===== config.mk =====
export PLATFORM = sky130hd
export DESIGN_NAME = countdown_tick_ctrl
export DESIGN_NICKNAME = d
export VERILOG_FILES = /design/src/rtl/countdown_tick_ctrl.sv
export SDC_FILE = /design/constraint.sdc
export NUM_CORES = 1
export LEC_CHECK = 0
export BUFFER_PORTS_ARGS = -buffer_cell sky130_fd_sc_hd__buf_2
export CAP_MARGIN = 20
export CORE_UTILIZATION = 56
export DETAILED_ROUTE_END_ITERATION = 6
export GPL_TIMING_DRIVEN = 0
export PLACE_DENSITY_LB_ADDON = 0.05
export SLEW_MARGIN = 10
export SYNTH_ARGS = -nofsm -noshare
export SYNTH_HDL_FRONTEND = slang
export SYNTH_SLANG_ARGS = --single-unit

===== constraint.sdc =====
create_clock -name clk -period 2.8 [get_ports clk]
set_clock_uncertainty 0.1 [all_clocks]
set_input_delay 0.14 -clock clk [delete_from_list [all_inputs] [get_ports clk]]
set_output_delay 0.14 -clock clk [all_outputs]
set_load 0.05 [all_outputs]

===== src/rtl/countdown_tick_ctrl.sv =====
`default_nettype none
// +--------------------------------------------------------------------------+
// | countdown_tick_ctrl: load/tick/expiry control for a 2-digit BCD timer.     |
// | Optional pause support is enabled by defining COUNTDOWN_PAUSE_EN.         |
// | Revision: 1.0                                                            |
// +--------------------------------------------------------------------------+
module countdown_tick_ctrl #(
  parameter int TICK_DIV = 50_000_000
) (
  input  logic       clk,
  input  logic       reset,
  input  logic       start,
  input  logic       abort,
  input  logic       pause,
  input  logic [3:0] cfg_tens,
  input  logic [3:0] cfg_units,
  input  logic [3:0] digit_tens,
  input  logic [3:0] digit_units,
  output logic       reconfig,
  output logic [3:0] setDigit_tens,
  output logic [3:0] setDigit_units,
  output logic       decrement,
  output logic       reset_timer,
  output logic       running,
  output logic       timeout
);

  localparam int            PW   = (TICK_DIV > 1) ? $clog2(TICK_DIV) : 1;
  localparam logic [PW-1:0] TERM = PW'(TICK_DIV - 1);

  localparam logic [2:0] IDLE   = 3'd0;
  localparam logic [2:0] LOAD   = 3'd1;
  localparam logic [2:0] RUN    = 3'd2;
  localparam logic [2:0] DONE   = 3'd3;
`ifdef COUNTDOWN_PAUSE_EN
  localparam logic [2:0] PAUSED = 3'd4;
`else
  logic unused_pause;
  assign unused_pause = pause;
`endif

  logic [2:0]    state;
  logic [2:0]    state_nxt;
  logic [PW-1:0] presc;
  logic [PW-1:0] presc_nxt;
  logic [3:0]    tens_q;
  logic [3:0]    units_q;
  logic          digits_zero;
  logic          at_term;

  function automatic logic [3:0] clamp_bcd(input logic [3:0] d);
    return (d > 4'd9) ? 4'd9 : d;
  endfunction

  assign digits_zero = (digit_tens == 4'd0) && (digit_units == 4'd0);
  assign at_term     = (presc == TERM);

  // Strobes decode only registered state, prescaler and timer feedback.
  assign reconfig       = (state == LOAD);
  assign running        = (state == RUN);
  assign decrement      = (state == RUN) && !digits_zero && at_term;
  assign setDigit_tens  = tens_q;
  assign setDigit_units = units_q;

  always_comb begin
    state_nxt = state;
    presc_nxt = presc;
    if (abort) begin
      state_nxt = IDLE;
      presc_nxt = '0;
    end else if (start) begin
      state_nxt = LOAD;
    end else begin
      case (state)
        IDLE: state_nxt = IDLE;
        LOAD: begin
          state_nxt = RUN;
          presc_nxt = '0;
        end
        RUN: begin
          // Zero check outranks both the terminal count and a pause request.
          if (digits_zero) begin
            state_nxt = DONE;
          end else begin
            presc_nxt = at_term ? '0 : presc + 1'b1;
`ifdef COUNTDOWN_PAUSE_EN
            if (pause) state_nxt = PAUSED;
`endif
          end
        end
`ifdef COUNTDOWN_PAUSE_EN
        PAUSED: begin
          if (!pause) state_nxt = RUN;
        end
`endif
        DONE:    state_nxt = DONE;
        default: state_nxt = IDLE;
      endcase
    end
  end

  always_ff @(posedge clk or negedge reset) begin
    if (!reset) begin
      state       <= IDLE;
      presc       <= '0;
      tens_q      <= 4'd0;
      units_q     <= 4'd0;
      reset_timer <= 1'b0;
      timeout     <= 1'b0;
    end else begin
      state       <= state_nxt;
      presc       <= presc_nxt;
      reset_timer <= abort;
      timeout     <= (state_nxt == DONE) && (state != DONE);
      if (start && !abort) begin
        tens_q  <= clamp_bcd(cfg_tens);
        units_q <= clamp_bcd(cfg_units);
      end
    end
  end

endmodule
`default_nettype wire


Word level (Yosys, flattened, before mapping):

Index checks and enable logic that the tools add are counted.

* word-level logic and storage cells: 39
* bits in registers: 39
* output and inout port bits: 13
* bits of input ports: 21

* mux-type cells: 11
* add/subtract/negate cells: 1
* equality and inequality tests: 8
* reductions and logical operators: 11
* magnitude comparators: 2

Operators by type and width (count)
* $mux 26: 4
* $pmux 26 s2: 1
* $add 26x1->26 const B: 1
* $eq 26x26->1 const B: 1
* $eq 3x2->1 const B: 3
* $mux 3: 3
* $pmux 3 s3: 1
* $gt 4x4->1 const B: 2
* $logic_not 4->1: 2
* $mux 4: 2
* $logic_and 1x1->1: 5
* $eq 3x1->1 const B: 1
* $ne 3x2->1 const B: 1
* $ne 3x3->1 const B: 1
* $reduce_and 3->1: 1
* $reduce_bool 3->1: 1
* $logic_not 1->1: 2
* $ne 2x1->1 const B: 1

Depth between registers and ports, before layout:

* depth after elaboration: 8
* depth in mapped cells: 7
* gate-level depth less buffers: 6

Least setup slack after synthesis:

No wires, ideal clock.

* path type: register to register
* start: reg state[2]
* end: reg presc[20]
* cell stages (with the launch flop): 6
* clock period less this slack: 2.434 ns
* arrival: 2.257 ns
* path slack: 0.366 ns
* cell sequence: dfrtp_1 -> nor3b_2 -> a21oi_1 -> and2_4 -> or4_1 -> a21oi_1

* word-level cells in the longest chain between the ends: 4
* elaborated cells between the ends (all ways): 8
* classes of those cells: eq/ne: 3; mux: 3; reduce/logical: 2

RTL lines
* start: declaration: RTL line 42 `logic [2:0] state;`
* start signal: assignment: RTL line 111 `state <= state_nxt;`
* $eq 3x1->1 *
* net reconfig: RTL line 19 `output logic reconfig,`
* $pmux 26 s2: RTL line 74 `case (state)`
* $mux 26: RTL line 71 `end else if (start) begin`
* $mux 26: RTL line 68 `if (abort) begin`
* end signal: assignment: RTL line 112 `presc <= presc_nxt;`
* end: declaration: RTL line 44 `logic [PW-1:0] presc;`

The timed path passes the listed nets; every way through them passes the cells marked *. The select of a mux whose other input is x is not followed.
A chain may end at the register's enable or synchronous reset.

Worst setup path after layout:

* start: reg presc[0]
* end: out decrement

* word-level cells in the longest chain between the ends: 2

RTL lines
* $eq 26x26->1: RTL line 56 `assign at_term = (presc == TERM);`
* $logic_and 1x1->1: RTL line 61 `assign decrement = (state == RUN) && !digits_zero && at_term;`
* end: declaration: RTL line 22 `output logic decrement,`

No other way between the ends.

==> results_dict.tcl <==
set metrics [dict create \
    cts_made_buffers 5 \
    grt_overflow 0 \
    worstReg2RegStart "presc[0]" \
    crit_start "presc[0]" \
    grt_setup_unrepaired "no" \
    critPathMaxFanout 6 \
    ys_ff_latch 39 \
    min_from "cfg_units[2]" \
    path_clk_slew_ps 80 \
    cts_repair_resize_count 0 \
    coreArea_um2 3716 \
    r2r_slack_ps 610 \
    slew_viol_final 0 \
    gp_congestion 0.7638 \
    area_delta_synth_final_pct 15.33 \
    root_buffer "clkbuf_8" \
    grt_pass1_wl_um 7852 \
    drtIter0Drc 102 \
    min_period_ps 2589 \
    tritoncts "done" \
    firstDrtPassIters 4 \
    cts.path.max_buffers 2 \
    track_usage_pct 24.68 \
    cp_slowest_cell "nor4b_1" \
    synth_warnings 0 \
    finalNetCount 281 \
    vias_per_cell 5.831 \
    dpl-instance-area_um2 2424 \
    avgRoutedWirePerCell_um 14.50 \
    slew-limit-headroom_pct 42.65 \
    fillers 303 \
    dpl.hpwl_um 3197 \
    end_kind "output pin" \
    insertion_delay_ps 290 \
    power_density_nw_per_um2 441.9 \
    initial_utilization_pct 59.29 \
    cts.sinks 39 \
    fp.dieW_um 64.73 \
    total_power_mw 1.123 \
    hold_class "primary input to flop" \
    r2r_end "presc[5]" \
    grt_use_met3_pct 5.106 \
    grt_util_met2_pct 38.15 \
    worstPathCellList "ha_1 > and3_1 > nand3_1 > nor4b_1 > and3_1 > buf_2" \
    cap_viol_max_count 0 \
    crit_buf_inv 1 \
    whs_ps 20.73 \
    drive_gt1_share_pct 24.32 \
    critPathLaunchType "flop" \
    final_area_um2 2541 \
    async_flop_share_pct 100.0 \
    yosysSeqAreaShare_pct 44.29 \
    peakVddDrop_mv 0.2335 \
    post-route-drc-count 0 \
    syn_area_um2 2203 \
    io_pins 34 \
    timing.fmax_mhz 386.3 \
    hold_end "setDigit_units[2]" \
    antenna_found_initial 0 \
    required_ps 2560 \
    avgSynthCellArea_um2 10.15 \
    die_h_um 64.73 \
    tightest_slew_ps 860.2 \
    ctsHoldBuffers 3 \
    fin_tns_setup_ps 0 \
    num_rows 22 \
    status "completed" \
    antenna_cells 0 \
    antenna_left 0 \
    setup_viol_count_final 0 \
    r2r_cells 7 \
    floorplan.die_area_um2 4189 \
    period_share_pct 92.45 \
    cts_setup_buffers 0 \
    busiest_layer "met2" \
    cts_max_level 2 \
    crit_family "simple AND/OR/NAND/NOR gates" \
    worstSetupPathType "flop to output pin" \
    grt_pass1_vias 1685 \
    hold-path-cell-count 3 \
    io_buffer_count 32 \
    vias 1790 \
    syn-instance-count 217 \
    synthFlopType "dfrtp_1" \
    synth-edff-count 0 \
    final-hold-violation-count 0 \
    met1_usage_pct 34.14 \
    slowest_delay_ps 490 \
    grt_max_degree 40 \
    p_leak_nw 1.097 \
    crit_path_frequent_cell "and3_1" \
    ys_types 47 \
    wl_um 4453 \
    critPathArrivalTime_ps 2350 \
    synthesis.nets 239 \
]
## cell type report
type	count	area (um2)	area share, %
multi-input cells	164	1136	44.71
flip-flops and latches	39	975.9	38.40
repair buffers	35	190.2	7.484
clock buffers	6	82.58	3.250
plain buffers	9	72.57	2.856
well taps	48	60.06	2.363
inverters	5	18.77	0.7386
clock inverters	1	5.005	0.1969
## where the power goes
group	switching [mW]	internal, mW	total (mW)	leakage, nW
clock network	0.182	0.193	0.375	0.0470
registers	0.00936	0.580	0.589	0.527
logic	0.111	0.0473	0.159	0.523
## cell families after synthesis
kind of cell	Yosys count	share of synthesized area [%]
multiplexers	3	1.476
AO/OA/AOI/OAI	52	18.57
AND/OR/NAND/NOR	96	26.41
XOR/XNOR	11	4.372
buffers and inverters	14	4.145
adder cells (fa/ha/maj)	1	0.5678
other	1	0.1702
flip-flops	39	44.29
## worst register-to-register path: stages (launching register included)
cell and delay [ps]:
dfrtp_1 420, ha_1 240, and3_1 270, and3_1 260, a31oi_4 320, buf_4 240, o21ai_0 100, a31oi_1 170
## cell usage after synthesis (2+ instances only)
cell       count  area (um2)
nor2_1        18       67.56
dfrtp_1       39       975.9
a21oi_1        8       40.04
a2111oi_4      2       55.05
o21a_1         2       15.01
a31oi_1       10       62.56
clkbuf_1       2       7.510
nand4_1        4       25.02
nor4b_1        4       35.03
inv_1          5       18.77
nand2b_1      10       62.56
nand2_1       18       67.56
buf_4          2       15.01
and4_1         4       35.03
o22ai_1        2       12.51
o31ai_1        2       15.01
nand3_1       12       60.06
mux2_2         2       22.52
or4_1          3       22.52
and3_1        10       62.56
a211oi_1       7       52.55
o21ai_0       12       60.06
a2111oi_2      2       30.03
xnor2_1       11       96.34
buf_6          4       45.04
## sequential cells by signal, summed over array words and instances (netlist names)
signal / cells
setDigit_tens: 4
timeout: 1
state: 3
presc: 26
reset_timer: 1
setDigit_units: 4
## through the flow
stage	setup slack, ps	std cells	util (%)
floorplan	365.9	217	-
global placement	526.6	297	65.22
detailed placement	533.9	297	65.22
CTS	208.5	307	68.38
global route	15.82	307	68.38
finish	211.5	307	68.38
## cells in the final DEF (no fill, tap or decap), types with 3 or more instances in the layout
cell	netlist	final
a211oi_1	7	7
and3_1	10	10
clkbuf_8	0	6
dfrtp_1	39	39
and4_1	4	4
nor4b_1	4	4
buf_6	4	4
dlygate4sd3_1	0	3
nand3_1	12	12
a21oi_1	8	8
or4_1	3	3
nand2b_1	10	10
inv_1	5	5
a31oi_1	10	10
nand2_1	18	18
o21ai_0	12	12
nor2_1	18	18
nand4_1	4	4
xnor2_1	11	11
buf_2	1	33
## per-layer routing
metal | share of wire [%] | wire [um]
met1 | 48 | 2145
met2 | 47 | 2091
met3 | 3.3 | 149
met4 | 1.5 | 68
met5 | 0 | 0
## worst max-delay path by stage
stage,end,slack (ps),depth (start not counted)
detailed placement,decrement,530,6
CTS,decrement,210,6
floorplan,presc[20],370,5
finish,decrement,210,6
global route,decrement,20,6
global placement,decrement,530,6
(Power assumes the default switching activity.)
